## src/rtl/draw_fade_overlay.sv

```systemverilog
// draw_fade_overlay
//   VGA pipeline stage that sits after draw_rect_char. When the game ends it
//   dims the frame one brightness step per FRAMES_PER_STEP frames, down to
//   MIN_LEVEL. When the game restarts it brightens the frame back to full.
//   Sync, blanking and counts are delayed by the same single register as RGB.
//
//   Optional build macro: FADE_TINT_EN -- red passes unscaled (red tint on fade).
//
// Ports
//   pclk, rst                  pixel clock, async active-low reset
//   hcount/hsync/hblnk_in      horizontal timing from upstream
//   vcount/vsync/vblnk_in      vertical timing; vsync rising edge = frame tick
//   rgb_in [11:0]              {r,g,b}, 4 bits each
//   start, ending              game running / game over levels (ending wins)
//   *_out                      timing delayed 1 pclk
//   rgb_out [11:0]             scaled RGB, delayed 1 pclk, 0 during blanking
//   fade_level [3:0]           current level, 15 = full brightness
//   busy                       1 while fading in either direction
module draw_fade_overlay #(
    parameter int FRAMES_PER_STEP = 4,
    parameter int MIN_LEVEL       = 6
) (
    input  logic        pclk,
    input  logic        rst,
    input  logic [10:0] hcount_in,
    input  logic        hsync_in,
    input  logic        hblnk_in,
    input  logic [10:0] vcount_in,
    input  logic        vsync_in,
    input  logic        vblnk_in,
    input  logic [11:0] rgb_in,
    input  logic        start,
    input  logic        ending,
    output logic [10:0] hcount_out,
    output logic        hsync_out,
    output logic        hblnk_out,
    output logic [10:0] vcount_out,
    output logic        vsync_out,
    output logic        vblnk_out,
    output logic [11:0] rgb_out,
    output logic [3:0]  fade_level,
    output logic        busy
);

    localparam int CW = (FRAMES_PER_STEP > 1) ? $clog2(FRAMES_PER_STEP) : 1;
    localparam logic [CW-1:0] LAST  = CW'(FRAMES_PER_STEP - 1);
    localparam logic [3:0]    MIN_L = (MIN_LEVEL >= 15) ? 4'd15 : 4'(MIN_LEVEL);

    typedef enum logic [1:0] {BRIGHT, FADE_OUT, DARK, FADE_IN} state_t;

    state_t          state, state_nxt;
    logic [3:0]      lvl, lvl_nxt;
    logic [CW-1:0]   cnt, cnt_nxt;
    logic            vsync_d;
    logic            tick, step;
    logic            busy_nxt;
    logic [11:0]     rgb_nxt;

    // c * (L+1) is a 9-bit product; bits [7:4] give the dimmed channel.
    function automatic logic [3:0] scale(input logic [3:0] c, input logic [3:0] l);
        logic [8:0] p;
        p = 9'(c) * 9'({1'b0, l} + 5'd1);
        return p[7:4];
    endfunction

    assign tick = vsync_in & ~vsync_d;
    assign step = tick && (cnt == LAST);

    // State register
    always_ff @(posedge pclk or negedge rst) begin
        if (!rst) begin
            state   <= BRIGHT;
            lvl     <= 4'd15;
            cnt     <= '0;
            vsync_d <= 1'b0;
        end else begin
            state   <= state_nxt;
            lvl     <= lvl_nxt;
            cnt     <= cnt_nxt;
            vsync_d <= vsync_in;
        end
    end

    // Next-state logic. Mode switches may happen on any cycle, but the level
    // itself only moves on a frame tick, so brightness never changes mid-frame.
    always_comb begin
        state_nxt = state;
        lvl_nxt   = lvl;
        cnt_nxt   = cnt;
        case (state)
            BRIGHT: if (ending) state_nxt = FADE_OUT;
            FADE_OUT: begin
                if (start && !ending)
                    state_nxt = FADE_IN;
                else if (lvl <= MIN_L)
                    state_nxt = DARK;      // covers MIN_LEVEL>=15 and reversal at floor
                else if (tick) begin
                    cnt_nxt = step ? '0 : cnt + CW'(1);
                    if (step) begin
                        lvl_nxt = lvl - 4'd1;
                        if (lvl_nxt <= MIN_L) state_nxt = DARK;
                    end
                end
            end
            DARK: if (start && !ending) state_nxt = FADE_IN;
            FADE_IN: begin
                if (ending)
                    state_nxt = FADE_OUT;
                else if (lvl == 4'd15)
                    state_nxt = BRIGHT;
                else if (tick) begin
                    cnt_nxt = step ? '0 : cnt + CW'(1);
                    if (step) begin
                        lvl_nxt = lvl + 4'd1;
                        if (lvl_nxt == 4'd15) state_nxt = BRIGHT;
                    end
                end
            end
            default: state_nxt = BRIGHT;
        endcase
        if (state_nxt != state) cnt_nxt = '0;
    end

    // Output logic
    always_comb begin
        busy_nxt = (state_nxt == FADE_OUT) || (state_nxt == FADE_IN);
        rgb_nxt  = '0;
        if (!(hblnk_in || vblnk_in)) begin
`ifdef FADE_TINT_EN
            rgb_nxt[11:8] = rgb_in[11:8];
`else
            rgb_nxt[11:8] = scale(rgb_in[11:8], lvl);
`endif
            rgb_nxt[7:4]  = scale(rgb_in[7:4], lvl);
            rgb_nxt[3:0]  = scale(rgb_in[3:0], lvl);
        end
    end

    // Output register: every output carries exactly one pclk of latency.
    always_ff @(posedge pclk or negedge rst) begin
        if (!rst) begin
            hcount_out <= '0;
            hsync_out  <= 1'b0;
            hblnk_out  <= 1'b0;
            vcount_out <= '0;
            vsync_out  <= 1'b0;
            vblnk_out  <= 1'b0;
            rgb_out    <= '0;
            fade_level <= 4'd15;
            busy       <= 1'b0;
        end else begin
            hcount_out <= hcount_in;
            hsync_out  <= hsync_in;
            hblnk_out  <= hblnk_in;
            vcount_out <= vcount_in;
            vsync_out  <= vsync_in;
            vblnk_out  <= vblnk_in;
            rgb_out    <= rgb_nxt;
            fade_level <= lvl_nxt;
            busy       <= busy_nxt;
        end
    end

endmodule

```

## config.mk

```make
export PLATFORM = sky130hd
export DESIGN_NAME = draw_fade_overlay
export DESIGN_NICKNAME = d
export VERILOG_FILES = /design/src/rtl/draw_fade_overlay.sv
export SDC_FILE = /design/constraint.sdc
export NUM_CORES = 1
export LEC_CHECK = 0
export CAP_MARGIN = 0
export CORE_MARGIN = 1
export CORE_UTILIZATION = 52
export DETAILED_ROUTE_END_ITERATION = 16
export HOLD_SLACK_MARGIN = 0.08
export PLACE_DENSITY = 0.86
export SLEW_MARGIN = 20
export SYNTH_ARGS = -nofsm -noshare
export SYNTH_HDL_FRONTEND = slang
export SYNTH_SLANG_ARGS = --single-unit
```

## constraint.sdc

```tcl
create_clock -name pclk -period 8.3 [get_ports pclk]
set_input_delay 0.83 -clock pclk [delete_from_list [all_inputs] [get_ports pclk]]
set_output_delay 0.83 -clock pclk [all_outputs]
set_load 0.01 [all_outputs]
```

==> flow_summary.yaml, run 1 <==
clock_network:
  cts_resized: 0
  path_clk_slew_ns: 0.09
  cts_buffer_depth: 2
  cts_made_buffers: 5
  ctsHtreeMaxLevel: 2
  clock-root-buffer: "clkbuf_8"
  cts_setup_buffers: 0
  clock_sinks: 46
  worst_skew_pair.late_latency_ns: 0.30
  cts_tree: "done"
  cts_hold_buf: 0
drt:
  drc: 0
  drt_iter0_markers: 55
  dr.pass1.iters: 4
  wl_per_cell_um: 14.4
  vias: 2375
  ant_nets: 0
  via_per_inst: 5.24
  drt-total-wl_um: 6510
power_and_ir_drop:
  p_leak_nw: 1.92
  total_power_mw: 0.676
  peakVddDrop_mv: 0.0859
  p_per_area_mw_per_mm2: 169
floorplan:
  initial_utilization_pct: 54.5
  fp-row-count: 27
  fp.dieH_um: 78.4
  die_w_um: 78.4
  io_pins: 85
  core_area_sq_mm: 0.00557
  die_area_sq_mm: 0.00615
run_status:
  status: "completed"
sta:
  fmax_ghz: 0.241
  fin_crit_sh_pct: 50.1
  max_slew.worst_pin.slew_ns: 0.664
  final.setup.tns_ns: 0
  finalCriticalPeriod_ns: 4.16
  drv_slew: 0
  slew_headroom_pct: 55.7
  skew_ns: 0.0110
  rsz0062_at_grt: "no"
  setup_viol: 0
  setup_ws_ns: 4.14
  hold_viol: 0
  whs_ns: 0.517
setup_path:
  crit_buf_inv: 1
  crit_path_end_kind: "flop"
  cp-start-kind: "flop"
  critical_path_class: "flop to flop"
  path_max_fanout: 15
  crit_chain: "ha_1 -> xor2_2 -> nand2_1 -> fa_1 -> fa_1 -> inv_1 -> ha_1 -> and4_1 -> a21oi_1 -> o21bai_1 -> a31oi_1 -> mux2i_1"
  cpMaxStageDelayCell: "dfstp_2"
  worstPathRequired_ns: 8.52
  arrival_ns: 4.37
  critPathMaxStageDelay_ns: 0.63
  critical-path-top-delay-family: "adder cells"
global_route:
  grt_overflow: 0
  grt_first_pass_wirelength_um: 10800
  antenna_found_initial: 0
  grt_max_degree: 47
  grt_usage_pct: 22.8
  grt_pass1_vias: 2354
placement:
  dp_hpwl_um: 5100
  place.gp.congestion: 0.873
  pre_cts_slack_ns: 3.93
  port_buffers: 84
  placed_area_sq_mm: 0.00392
  placed_cells: 446
yosys:
  ys_ff_latch: 46
  synthesis.nets: 387
  ys_types: 43
  synth-edff-count: 0
  syn_area_per_cell_sq_um: 10.2
  syn_area_sq_mm: 0.00304
  yosys_most_used_dff: "dfrtp_1"
  synth-warning-count: 0
  syn_inst: 299
  async_reset_ff_share_pct: 100
  yosysSeqAreaShare_pct: 38.1
cells_and_area:
  final_common_cell: "clkdlybuf4s50_1"
  fin_cells: 453
  synthToLayoutAreaGrowth_pct: 31.8
  fill_cells: 400
  fin_util_pct: 71.8
  drive_above_1_share_pct: 5.77
  layout_common_cells: "clkdlybuf4s50_1 (83), nand2_1 (44), dfrtp_1 (42)"
  n_antenna_cell: 0
  final_nets: 469
  postLayoutCellArea_sq_mm: 0.00400
min_path:
  hp-class: "input port to asynchronous set/reset pin"
flow_run:
  drv_cap: 0
[area by class of cell]
class	instances	area [sq um]	area share (%)
Tap cell	72	90.1	2.25
Inverter	32	120	3.00
Multi-Input combinational cell	211	1710	42.8
Timing Repair Buffer	85	846	21.1
Sequential cell	46	1160	28.9
Clock buffer	5	68.8	1.72
Clock inverter	2	10.0	0.250
[cells by family (layout without fill, tap and decap cells)]
family          Yosys count  after routing  synth area share (%)
mux                      10             10                  3.38
flops                    46             46                  38.1
buf+inv                  42            124                  5.81
compound gates           39             39                  8.61
fa+ha+maj                46             46                  22.7
simple gates             97             97                  16.0
xor+xnor                 19             19                  5.48
[worst paths after layout]
check	cells after the start	slack [ns]	end	from
worst min register to register	2	0.58	fade_level[2]	fade_level[2]
max in group asynchronous	1	7.40	vcount_out[7]	rst
worst min-delay path	1	0.52	state[1]	rst
worst max register to register	12	4.14	rgb_out[11]	fade_level[0]
min in group pclk	2	0.58	fade_level[2]	fade_level[2]
worst max-delay path	12	4.14	rgb_out[11]	fade_level[0]
[routing by layer]
metal	vias to the layer above	wire length [um]	share of wire, %	track usage, %
met5	-	0	0	0
met4	0	81	1.2	7.22
met3	7	336	5.2	3.72
met2	81	3240	50	38.8
met1	1145	2850	44	29.7
li1	1142	-	-	-
[synth_stat cells, types with 3 or more instances]
| cell type | n | share of area (%) |
|---|---|---|
| nand2_1 | 44 | 5.4 |
| dfrtp_1 | 42 | 35 |
| inv_1 | 32 | 4.0 |
| ha_1 | 31 | 13 |
| xnor2_1 | 17 | 4.9 |
| and2_1 | 16 | 3.3 |
| fa_1 | 15 | 9.9 |
| nor2_1 | 10 | 1.2 |
| mux2i_1 | 8 | 2.6 |
| a21oi_1 | 7 | 1.2 |
| a31oi_1 | 7 | 1.4 |
| o21ai_0 | 6 | 0.99 |
| nand2b_1 | 5 | 1.0 |
| nor2b_1 | 5 | 1.0 |
| clkbuf_1 | 4 | 0.49 |
| dfstp_2 | 4 | 3.5 |
| a21o_1 | 3 | 0.74 |
| and4_1 | 3 | 0.87 |
| buf_2 | 3 | 0.49 |
| nand3_1 | 3 | 0.49 |
| o21bai_1 | 3 | 0.74 |
| or3_1 | 3 | 0.62 |
[sequential cells by signal (all words and copies together) (netlist names)]
name,flops
fade_level,4
hsync_out,1
rgb_out,12
cnt,2
state,1
hblnk_out,1
busy,1
vblnk_out,1
vsync_out,1
hcount_out,11
vcount_out,11
[where the power goes]
part	internal, mW	switching, mW	leakage [nW]	total (mW)
Clock	0.0566	0.0719	0.0438	0.128
Combinational	0.135	0.149	1.32	0.284
Sequential	0.246	0.0178	0.557	0.264
Power figures use the tool's default switching activity.
==> run 2: changes to the inputs <==
CORE_UTILIZATION = 49   (was 52)
PLACE_DENSITY = 0.82   (was 0.86)
clock period = 3.9 ns   (was 8.3 ns; I/O delays follow)
==> flow_summary.yaml, run 2 (same netlist as run 1, synthesis figures left out) <==
run_status:
  status: "completed"
sta:
  whs_ns: 0.0769
  max_slew.worst_pin.slew_ns: 0.586
  hold_viol: 0
  setup_ws_ns: 0.124
  setup_viol: 0
  skew_ns: 0.00544
  rsz0062_at_grt: "no"
  finalCriticalPeriod_ns: 3.78
  fmax_ghz: 0.265
  final.setup.tns_ns: 0
  fin_crit_sh_pct: 96.8
  drv_slew: 0
  slew_headroom_pct: 60.8
drt:
  drc: 0
  wl_met2_um: 3260
  routed.top_layer: "met4"
  wl_per_cell_um: 14.1
  wl_met1_um: 2660
  met3_wirelength_um: 468
  via_per_inst: 5.30
  drt_iter0_markers: 101
  dr.pass1.iters: 4
  drt-total-wl_um: 6510
  ant_nets: 0
  vias: 2448
cells_and_area:
  synthToLayoutAreaGrowth_pct: 34.3
  final_common_cell: "clkdlybuf4s50_1"
  drive_above_1_share_pct: 7.24
  final_nets: 474
  reg_top3: "rgb_out: 12 flops, hcount_out: 11 flops, vcount_out: 11 flops"
  fill_cells: 474
  largest-register: "rgb_out"
  layout_common_cells: "clkdlybuf4s50_1 (83), nand2_1 (44), dfrtp_1 (42)"
  n_antenna_cell: 0
  largest_register_ffs: 12
global_route:
  grt_usage_pct: 21.6
  grt_max_degree: 47
  grt_overflow: 0
  antenna_found_initial: 0
  grt_first_pass_wirelength_um: 10800
  grt_pass1_vias: 2477
setup_path:
  crit_chain: "ha_1 -> xor2_2 -> buf_4 -> nand2_1 -> fa_1 -> fa_1 -> inv_1 -> ha_1 -> and4_1 -> a21oi_1 -> o21bai_1 -> a31oi_1 -> mux2i_1"
  rr_worst_depth: 13
  worstPathRequired_ns: 4.11
  cp-startpoint: "fade_level[1]"
  cp-start-kind: "flop"
  path_max_fanout: 7
  cpMaxStageDelayCell: "dfstp_2"
  crit_path_end_kind: "flop"
  r2r-start: "fade_level[1]"
  ff2ff_setup_slack_ns: 0.12
  arrival_ns: 3.99
  r2r-end: "rgb_out[3]"
  critical_path_class: "flop to flop"
  critPathMaxStageDelay_ns: 0.60
placement:
  port_buffers: 84
  dp_hpwl_um: 5100
  place.gp.congestion: 0.905
  pre_cts_slack_ns: 0.156
clock_network:
  cts_resized: 0
  cts_made_buffers: 5
  clock_sinks: 46
  worst_skew_pair.late_latency_ns: 0.30
  cts_buffer_depth: 2
  ctsHtreeMaxLevel: 2
  cts_hold_buf: 0
  cts_setup_buffers: 0
  cts_tree: "done"
  path_clk_slew_ns: 0.09
  clock-root-buffer: "clkbuf_8"
power_and_ir_drop:
  p_per_area_mw_per_mm2: 376
  peakVddDrop_mv: 0.228
  p_leak_nw: 1.95
floorplan:
  die_area_sq_mm: 0.00652
  fp-row-count: 28
  fp.dieH_um: 80.7
  io_pins: 85
  core_area_sq_mm: 0.00596
  die_w_um: 80.7
  initial_utilization_pct: 51.0
flow_run:
  drv_cap: 0
min_path:
  hp-class: "input port to asynchronous set/reset pin"
run 2: layer usage:
metal	up-vias	track usage (%)
li1	1150	-
met1	1184	25.1
met2	97	38.3
met3	17	4.72
met4	0	8.93
met5	-	0
run 2: worst max path at each step:
stage / endpoint / cells past startpoint
2_1_floorplan: rgb_out[3] / 13
3_3_place_gp: rgb_out[7] / 13
3_5_place_dp: rgb_out[3] / 13
4_1_cts: rgb_out[3] / 13
5_1_grt: rgb_out[3] / 13
6_report: rgb_out[3] / 13
run 2: per-stage QoR:
step	std cells	util [%]	total power [mW]	instance area, sq um
floorplan	299	-	0.960	3040
global placement	454	66.4	1.16	3960
detailed placement	454	66.4	1.18	3960
CTS	462	68.3	1.54	4070
global route	462	68.5	1.64	4080
finish	462	68.5	1.53	4080
run 2: layout make-up:
cell class                      instances  area [sq um]  share of cell area, %
Clock buffer                            6          72.6                   1.78
Clock inverter                          2          37.5                  0.920
Tap cell                               75          93.8                   2.30
Timing Repair Buffer                   90           883                   21.6
Sequential cell                        46          1160                   28.3
Inverter                               32           120                   2.94
Multi-Input combinational cell        211          1720                   42.1
run 2: power by group:
part	leakage, nW	total, mW	switching, mW	internal [mW]
combinational	1.34	0.623	0.324	0.299
clock	0.0514	0.349	0.158	0.191
sequential	0.557	0.560	0.0371	0.523
run 2: critical path, delay by kind of cell, from the launching register on:
kind / cells / cell delay [ns]
adder cells (fa/ha/maj): 4 / 1.54
AO/OA/AOI/OAI: 3 / 0.59
buffers and inverters: 2 / 0.23
multiplexers: 1 / 0.23
AND/OR/NAND/NOR: 2 / 0.27
XOR/XNOR: 1 / 0.23
flip-flops: 1 / 0.60
==> run 3: changes to the inputs <==
MAX_ROUTING_LAYER = met4   (was unset)
==> flow_summary.yaml, run 3 (same netlist as run 1, synthesis figures left out) <==
run_status:
  status: "completed"
cells_and_area:
  largest_register_ffs: 12
  drive_above_1_share_pct: 7.31
  reg_top3: "rgb_out: 12 flops, hcount_out: 11 flops, vcount_out: 11 flops"
  postLayoutCellArea_sq_mm: 0.00406
  layout_common_cells: "clkdlybuf4s50_1 (83), nand2_1 (44), dfrtp_1 (42)"
  fin_cells: 458
  synthToLayoutAreaGrowth_pct: 33.6
  final_nets: 471
  final_common_cell: "clkdlybuf4s50_1"
  fin_util_pct: 68.1
  n_antenna_cell: 0
  largest-register: "rgb_out"
placement:
  pre_cts_slack_ns: 0.0913
  dp_hpwl_um: 5040
  placed_area_sq_mm: 0.00395
  port_buffers: 84
  place.gp.congestion: 0.922
  placed_cells: 451
global_route:
  grt_overflow: 0
  grt_max_degree: 47
  grt_first_pass_wirelength_um: 10900
  met3_usage_pct: 3.93
  grt_pass1_vias: 2442
  antenna_found_initial: 0
  top_usage_layer: "met2"
  met2_usage_pct: 38.2
  grt_usage_pct: 22.6
  use_met1_pct: 27.4
min_path:
  hp-class: "input port to asynchronous set/reset pin"
sta:
  drv_slew: 0
  max_slew.worst_pin.slew_ns: 0.563
  whs_ns: 0.0883
  setup_ws_ns: 0.184
  fin_crit_sh_pct: 95.3
  finalCriticalPeriod_ns: 3.72
  setup_viol: 0
  skew_ns: 0.00280
  fmax_ghz: 0.269
  slew_headroom_pct: 62.3
  rsz0062_at_grt: "no"
  final.setup.tns_ns: 0
  hold_viol: 0
clock_network:
  cts_buffer_depth: 2
  path_clk_slew_ns: 0.08
  worst_skew_pair.late_latency_ns: 0.29
  cts_tree: "done"
  clock-root-buffer: "clkbuf_8"
  ctsHtreeMaxLevel: 2
  cts_made_buffers: 5
  cts_setup_buffers: 0
  clock_sinks: 46
floorplan:
  die_area_sq_mm: 0.00652
  fp-row-count: 28
  core_area_sq_mm: 0.00596
  fp.dieH_um: 80.7
  initial_utilization_pct: 51.0
  die_w_um: 80.7
  io_pins: 85
power_and_ir_drop:
  p_leak_nw: 1.93
  total_power_mw: 1.44
  peakVddDrop_mv: 0.206
  p_per_area_mw_per_mm2: 356
drt:
  via_per_inst: 5.25
  drc: 0
  wl_per_cell_um: 13.9
  vias: 2403
  dr.pass1.iters: 4
  drt-total-wl_um: 6360
  ant_nets: 0
  drt_iter0_markers: 89
setup_path:
  worstPathRequired_ns: 4.12
  arrival_ns: 3.94
  critical_path_class: "flop to flop"
  path_max_fanout: 15
  cp-start-kind: "flop"
  crit_path_end_kind: "flop"
flow_run:
  drv_cap: 0
[run 3: cell types whose count changed in the layout (fill, tap and decap cells not counted), sizes merged]
cell / change
buf: -3
clkinv: +2
bufinv: -1
clkbuf: -1
clkinvlp: -1
[run 3: layout make-up]
| type | count | area [sq um] |
|---|---|---|
| clock inverters | 2 | 10.0 |
| clock buffers | 5 | 68.8 |
| repair buffers | 87 | 873 |
| well taps | 75 | 93.8 |
| inverters | 32 | 120 |
| multi-input cells | 211 | 1740 |
| flip-flops and latches | 46 | 1160 |
| fillers | 490 | 1900 |
[run 3: per-layer routing]
metal  wire length, um  vias to the layer above
met5                 0                        -
met4                87                        0
met3               428                        9
met2              3210                       88
met1              2630                     1164
li1                  -                     1142
[run 3: repair_timing]
item                       4_1_cts  5_1_grt
hold buffers                     0        0
resized for setup                0        6
setup endpoints to repair        0        6
[run 3: path summary, 6_finish.rpt]
| kind | startpoint | to | slack [ns] | cells past startpoint |
|---|---|---|---|---|
| max in group asynchronous | rst | hblnk_out | 3.43 | 1 |
| max reg2reg | fade_level[0] | rgb_out[7] | 0.18 | 13 |
| min reg2reg | fade_level[2] | fade_level[2] | 0.58 | 2 |
| max | fade_level[0] | rgb_out[7] | 0.18 | 13 |
| min in group pclk | hcount_in[3] | hcount_out[3] | 0.53 | 1 |
| min | rst | vcount_out[6] | 0.09 | 1 |
[run 3: power breakdown]
part / leakage, nW / internal (mW) / total, mW / switching (mW)
registers: 0.557 / 0.523 / 0.561 / 0.0378
logic: 1.33 / 0.301 / 0.614 / 0.313
clock network: 0.0438 / 0.120 / 0.268 / 0.148
total: 1.93 / 0.945 / 1.44 / 0.498
[run 3: worst max-delay path, stage by stage (launching register included)]
cell and delay (ns):
dfstp_2 0.64, ha_2 0.26, xor2_2 0.19, buf_12 0.16, nand2_1 0.07, fa_1 0.47
fa_1 0.54, inv_1 0.04, ha_1 0.27, and4_1 0.19, a21oi_1 0.22, o21bai_1 0.15
a31oi_1 0.23, mux2i_1 0.20
